===== src/rtl/bcd_to_bin_pkg.sv =====
// Shared constants for the BCD-to-binary converter: state encoding,
// default sizing and BCD nibble width.
package bcd_to_bin_pkg;

  localparam int DEF_N_DIGITS = 4;
  localparam int DEF_BIN_W    = 14;
  localparam int NIB_W        = 4;

  typedef enum logic [1:0] {
    ST_IDLE  = 2'd0,
    ST_SHIFT = 2'd1,
    ST_DONE  = 2'd2
  } state_t;

endpackage


===== src/rtl/bcd_sub3_adj.sv =====
// Reverse double-dabble correction for one BCD nibble: values >= 8 after
// the right shift had a 10 folded in from the digit above, so take 3 back.
module bcd_sub3_adj
  import bcd_to_bin_pkg::*;
(
  input  logic [NIB_W-1:0] nib_in,
  output logic [NIB_W-1:0] nib_out
);

  always_comb begin
    nib_out = nib_in;
    if (nib_in >= 4'd8) nib_out = nib_in - 4'd3;
  end

endmodule


===== src/rtl/bcd_to_bin.sv =====
// Iterative BCD-to-binary converter (reverse double dabble), fixed latency
// of BIN_W shift cycles plus one DONE cycle per request.
//
// Handshake: start is sampled only in IDLE; busy is high for the SHIFT
// cycles; done pulses for one cycle when bin_out/err update. Requests seen
// while busy or in DONE are dropped, never queued.
module bcd_to_bin
  import bcd_to_bin_pkg::*;
#(
  parameter int N_DIGITS = DEF_N_DIGITS,
  parameter int BIN_W    = DEF_BIN_W
) (
  input  logic                      clk,
  input  logic                      rst_n,
  input  logic                      start,
  input  logic [NIB_W*N_DIGITS-1:0] bcd_in,
  output logic                      busy,
  output logic                      done,
  output logic [BIN_W-1:0]          bin_out,
  output logic                      err,
  output logic [1:0]                state_dbg
);

  localparam int BCD_W = NIB_W * N_DIGITS;
  localparam int RW    = BCD_W + BIN_W;
  localparam int CW    = $clog2(BIN_W + 1);

  state_t          state, next_state;
  logic [RW-1:0]   r;
  logic [RW-1:0]   r_shift;
  logic [RW-1:0]   r_next;
  logic [CW-1:0]   cnt;
  logic            inv;
  logic            any_bad;
  logic            last_iter;

  assign r_shift   = r >> 1;
  assign last_iter = (cnt == CW'(BIN_W - 1));
  assign r_next[BIN_W-1:0] = r_shift[BIN_W-1:0];

  for (genvar g = 0; g < N_DIGITS; g++) begin : g_adj
    bcd_sub3_adj u_adj (
      .nib_in  (r_shift[BIN_W + g*NIB_W +: NIB_W]),
      .nib_out (r_next [BIN_W + g*NIB_W +: NIB_W])
    );
  end

  always_comb begin
    any_bad = 1'b0;
    for (int i = 0; i < N_DIGITS; i++) begin
      if (bcd_in[i*NIB_W +: NIB_W] > 4'd9) any_bad = 1'b1;
    end
  end

  always_ff @(posedge clk or negedge rst_n) begin
    if (!rst_n) state <= ST_IDLE;
    else        state <= next_state;
  end

  always_comb begin
    next_state = state;
    case (state)
      ST_IDLE:  if (start) next_state = ST_SHIFT;
      ST_SHIFT: if (last_iter) next_state = ST_DONE;
      ST_DONE:  next_state = ST_IDLE;
      default:  next_state = ST_IDLE;
    endcase
  end

  assign busy      = (state == ST_SHIFT);
  assign done      = (state == ST_DONE);
  assign state_dbg = state;

  // Invalid input still runs the full shift sequence so latency never varies.
  always_ff @(posedge clk or negedge rst_n) begin
    if (!rst_n) begin
      r       <= '0;
      cnt     <= '0;
      inv     <= 1'b0;
      bin_out <= '0;
      err     <= 1'b0;
    end else begin
      case (state)
        ST_IDLE: begin
          if (start) begin
            r   <= {bcd_in, {BIN_W{1'b0}}};
            inv <= any_bad;
            cnt <= '0;
          end
        end
        ST_SHIFT: begin
          r   <= r_next;
          cnt <= cnt + CW'(1);
          if (last_iter) begin
            bin_out <= inv ? '0 : r_next[BIN_W-1:0];
            err     <= inv;
          end
        end
        default: ;
      endcase
    end
  end

endmodule


===== config.mk =====
export PLATFORM = sky130hd
export DESIGN_NAME = bcd_to_bin
export DESIGN_NICKNAME = d
export VERILOG_FILES = /design/src/rtl/bcd_to_bin_pkg.sv /design/src/rtl/bcd_sub3_adj.sv /design/src/rtl/bcd_to_bin.sv
export SDC_FILE = /design/constraint.sdc
export NUM_CORES = 1
export LEC_CHECK = 0
export CAP_MARGIN = 40
export CELL_PAD_IN_SITES_DETAIL_PLACEMENT = 0
export CELL_PAD_IN_SITES_GLOBAL_PLACEMENT = 1
export CORE_AREA = 10 10 99 101
export CTS_BUF_LIST = sky130_fd_sc_hd__clkbuf_8 sky130_fd_sc_hd__clkbuf_16
export DETAILED_ROUTE_END_ITERATION = 10
export DIE_AREA = 0 0 109 111
export PLACE_DENSITY_LB_ADDON = 0.1
export SLEW_MARGIN = 20
export SYNTH_ARGS = -nofsm -noshare
export SYNTH_HDL_FRONTEND = slang
export SYNTH_HIERARCHICAL = 1
export SYNTH_SLANG_ARGS = --single-unit
export TNS_END_PERCENT = 10

===== constraint.sdc =====
create_clock -name clk -period 1.81 [get_ports clk]
set_input_delay 0.362 -clock clk [delete_from_list [all_inputs] [get_ports clk]]
set_output_delay 0.362 -clock clk [all_outputs]
set_load 0.02 [all_outputs]

Word-level counts from Yosys, hierarchy flattened. Cells that the tools add are included. Widths: inputs -> output; s select.

$add $sub $neg: 5. Order comparisons: 8. Equality and inequality tests: 5. Muxes and demuxes: 16. Reductions and logical operators: 6.

Operators by type and width (number): $pmux 30 s2 (1); $mux 30 (1); $mux 4 (5); $gt 4x4->1 const B (4); $mux 14 (1); $ge 4x4->1 const B (3); $sub 4x2->4 const B (3); $pmux 4 s2 (1); $reduce_and 2->1 (4); $add 4x1->4 const B (1); $eq 4x4->1 const B (1); $ge 3x4->1 const B (1); $mux 1 (4); $mux 2 (2); $pmux 2 s2 (1); $sub 3x2->4 const B (1); $eq 2x1->1 const B (1); $eq 2x2->1 const B (1); $logic_not 2->1 (1); $ne 2x1->1 const B (1); $ne 2x2->1 const B (1); $reduce_bool 2->1 (1).

Flip-flop bits (word level): 52. Bits of input ports: 19. Output and inout bits: 19. Word-level logic and storage cells: 46.

Depth between registers and ports, before layout.
Depth after elaboration: 5. Mapped depth: 6. Depth with buffers taken out: 6.

Modules after synthesis. The synthesis kept the hierarchy.

Modules (own cells, without submodules): bcd_to_bin (times used 1, cells an instance 198, area each 2351.0 sq um, seq. area each 1276.2 sq um); bcd_sub3_adj (times used 4, cells an instance 11, area each 76.3 sq um, seq. area each 0.0 sq um).

Worst setup path before layout. OpenSTA, ideal clock, no wires.

Path type: register -> output. Start: reg state[0] (netlist: state_dbg[0]). End: out done. Arrival time: 1263 ps. Data required time: 1448 ps. Setup slack: 185 ps. Cell stages (with the launch flop): 5. Path buffers: 3. Cells stage by stage: dfrtp_1 > buf_4 > buf_2 > buf_2 > nor2b_1.

Longest elaborated chain between the ends: 1.

RTL lines: from (decl) (RTL line bcd_to_bin.sv:28) `state_t state, next_state;`; from (signal assigned) (RTL line bcd_to_bin.sv:57) `else state <= next_state;`; $eq 2x2->1 (RTL line bcd_to_bin.sv:71) `assign done = (state == ST_DONE);`; to (decl) (RTL line bcd_to_bin.sv:18) `output logic done,`.

Every way passes these cells.

Worst setup path after layout.
Start: reg state[1] (netlist: state_dbg[1]). End: out busy.

Longest elaborated chain between the ends: 1.

RTL lines: $eq 2x1->1 (RTL line bcd_to_bin.sv:70) `assign busy = (state == ST_SHIFT);`; to (decl) (RTL line bcd_to_bin.sv:17) `output logic busy,`.

Every way passes these cells.

==> qor.csv <==
stage,metric,value,unit
outcome,run status,"complete, no violations",
critical_path,peak fanout along the critical path,5,
clock_network,post-CTS setup buffer count,0,
synth,Area contributors post-synth,"dfrtp_1 (48%), mux2_4 (5.1%), o21ai_0 (4.9%), ha_1 (4.7%), nor2b_1 (4.7%)",
global_routing,Most Crowded Layer GR,met2,
clock_network,CTS tree,built,
power_and_ir_drop,Pleak,1.48,nW
clock_network,Inserted Clock Buffers,5,
placement,gp weighted congestion,0.688,
critical_path,"CP delay by family, top",buffers and inverters,
job,# Max-Cap Violations,0,
floorplan,Die Ht,111,um
cells_and_area,"most common cell after layout, fill and taps aside",dfrtp_1,
global_routing,met3 Track Usage GR,2.97,%
global_routing,initial antenna violation count,0,
global_routing,total gr overflow,0,
critical_path,"Data required, critical path",1.45,ns
cells_and_area,final net count,315,
clock_network,Clock Sinks,51,
synth,mapped cell area,2660,um^2
placement,placed cell area,3160,um^2
critical_path,FF-to-FF setup slack,0.19,ns
detailed_routing,number of nets still failing antenna checks after routing,0,
global_routing,GR Layer Usage met1,14.2,%
clock_network,Worst-path clk slew,0.10,ns
power_and_ir_drop,Worst VDD drop,0.000470,V
detailed_routing,DR DRC count,0,
cells_and_area,most frequent cells in the layout,"dfrtp_1 (51), clkdlybuf4s50_1 (32), o21ai_0 (26)",
detailed_routing,1st-iter DRT viols,105,
sta,final worst-path cycle share,94.8,%
synth,Synth area leader,dfrtp_1,
critical_path,CP peak stage delay,0.42,ns
critical_path,"Slowest-stage cell, CP",dfrtp_1,
clock_network,H-tree depth,2,
critical_path,CP startpoint kind,flip-flop,
synth,top-area cell type share of the netlist area,48.0,%
detailed_routing,Vias,1786,
cells_and_area,Area growth syn-to-layout,23.1,%
global_routing,largest net degree at the start of global routing,52,
clock_network,Worst-Skew Late Latency,0.31,ns
synth,post-synth cell types,32,
global_routing,vias in the first global route,1876,
global_routing,met2 Use GR,14.5,%
clock_network,Root Buffer Master,clkbuf_8,
detailed_routing,WL final,5.84,mm
sta,worst rel slew slack,62.7,%
critical_path,CP Cell Sequence,nand2b_4 -> inv_1 -> dlygate4sd2_1,
detailed_routing,WL/cell,14.9,um
cells_and_area,FILL cells,783,
sta,Fin Clk Skew,0.0110,ns
sta,"Slew Viols, Final",0,
global_routing,GRT Total Usage,10.0,%
sta,actual slew at the worst max-slew pin,0.559,ns
synth,Mapped Avg Cell Area,11.0,um^2
critical_path,Critical path buffers and inverters,2,
global_routing,first-pass GRT wire length,9.93,mm
cells_and_area,Post-Layout Inst Area,3270,um^2
floorplan,core area,7970,um^2
worst_hold_path,worst hold-check path type,in2async,
floorplan,num ports,38,
floorplan,Starting Density,33.3,%
cells_and_area,n_diodes,0,
synth,"Seq/Total Area, Yosys",48.0,%
critical_path,FF-to-FF Start,cnt[1]$_DFFE_PN0P_,
cells_and_area,share of cells above drive strength 1,13.6,%
placement,PortBufs,37,
sta,shortest period the worst path allows,1.72,ns
critical_path,R2R Path End,bin_out[3]$_DFFE_PN0P_,
critical_path,Worst Setup End Kind,output pin,
detailed_routing,Vias/cell,4.56,
floorplan,Rows,33,
floorplan,Die Wd,109,um
floorplan,DIE AREA,12100,um^2
placement,Detail Placement HPWL,4.00,mm
detailed_routing,DRT Pass-1 Iters,4,
sta,RSZ-0062 raised after global routing,no,
critical_path,FF-to-FF path depth,5,
power_and_ir_drop,Power Dens Cells,1540,nW/um^2
critical_path,Crit Path Category,reg2out,
sta,setup tns final,0,ns
critical_path,crit path DAT,1.35,ns
synth,Cells after Synth,242,
sta,Final Hold Violating Endpoints,0,
synth,warning count from the yosys run,6,
sta,endpoints failing setup,0,
sta,Highest Clock Rate,583,MHz
synth,Yosys reg bits,51,
clock_network,Max Root-Sink Buffers,2,
[layer usage]
metal  up-vias  part of all wire (%)
met2        23                    44
met3         4                   4.5
li1        918                     -
met4         0                  0.70
met1       841                    50
met5         -                     0
[logic make-up after synthesis]
logic type,synth area share (%)
compound gates,15.1
xor+xnor,2.64
fa+ha+maj,4.71
buf+inv,5.18
flops,48.0
mux,8.43
other cells,0.141
simple gates,15.7
[power breakdown]
group	internal, mW	switching [mW]	total [mW]
Clock	0.417	0.400	0.817
Sequential	1.62	0.496	2.12
Combinational	1.13	0.961	2.09
[what timing repair did]
item | in CTS | in global routing
hold buffers | 0 | 0
setup endpoints to repair | 4 | 0
resized for setup | 4 | 0
[how the worst max path moves through the flow]
stage                                        start                end  slack, ns  cells past startpoint
after global placement    state_dbg[0]$_DFFE_PN0P_               done       0.14                      2
after detailed placement                     start  r[27]$_DFFE_PN0P_       0.13                      5
after CTS                 state_dbg[1]$_DFFE_PN0P_               busy       0.07                      3
after floorplan           state_dbg[0]$_DFFE_PN0P_               done       0.19                      4
after global routing      state_dbg[1]$_DFFE_PN0P_               busy       0.01                      3
final                     state_dbg[1]$_DFFE_PN0P_               busy       0.09                      3
[layout make-up]
class,instances,area [um^2],share of cell area (%)
clock buffers,5,68.8,2.10
multi-input cells,172,1260,38.4
clock inverters,3,46.3,1.42
flip-flops and latches,51,1280,39.0
inverters,10,37.5,1.15
repair buffers,46,453,13.8
well taps,105,131,4.02
[synth_stat cells (all sizes together)]
| master | number |
|---|---|
| dfrtp | 51 |
| o21ai | 26 |
| nand2 | 22 |
| nor2b | 20 |
| a21oi | 18 |
| mux2 | 16 |
| a22o | 15 |
| and3b | 13 |
| buf | 10 |
| ha | 10 |
| inv | 10 |
| nand2b | 6 |
| xnor2 | 4 |
| xor2 | 4 |
| a22oi | 3 |
| clkbuf | 3 |
| nor2 | 3 |
| nand3 | 2 |
| a31oi | 1 |
| a41oi | 1 |
| and4 | 1 |
| conb | 1 |
| mux2i | 1 |
| o21bai | 1 |
[registers in the layout, indices dropped and copies added, names as in the netlist]
| name | cells |
|---|---|
| cnt | 4 |
| bin_out | 14 |
| r | 29 |
| state_dbg | 2 |
| err | 1 |
| inv | 1 |
[metrics by stage]
step | hold WS (ns) | cells | setup slack, ns | total power, mW | utilization, %
floorplan | 0.0664 | 246 | 0.185 | 3.56 | -
global placement | 0.382 | 384 | 0.141 | 4.26 | 39.7
detailed placement | 0.380 | 384 | 0.131 | 4.28 | 39.7
CTS | 0.0415 | 392 | 0.0719 | 5.12 | 41.0
global route | 0.0353 | 392 | 0.0118 | 5.47 | 41.0
finish | 0.0292 | 392 | 0.0947 | 5.02 | 41.0
(Power assumes the default switching activity.)
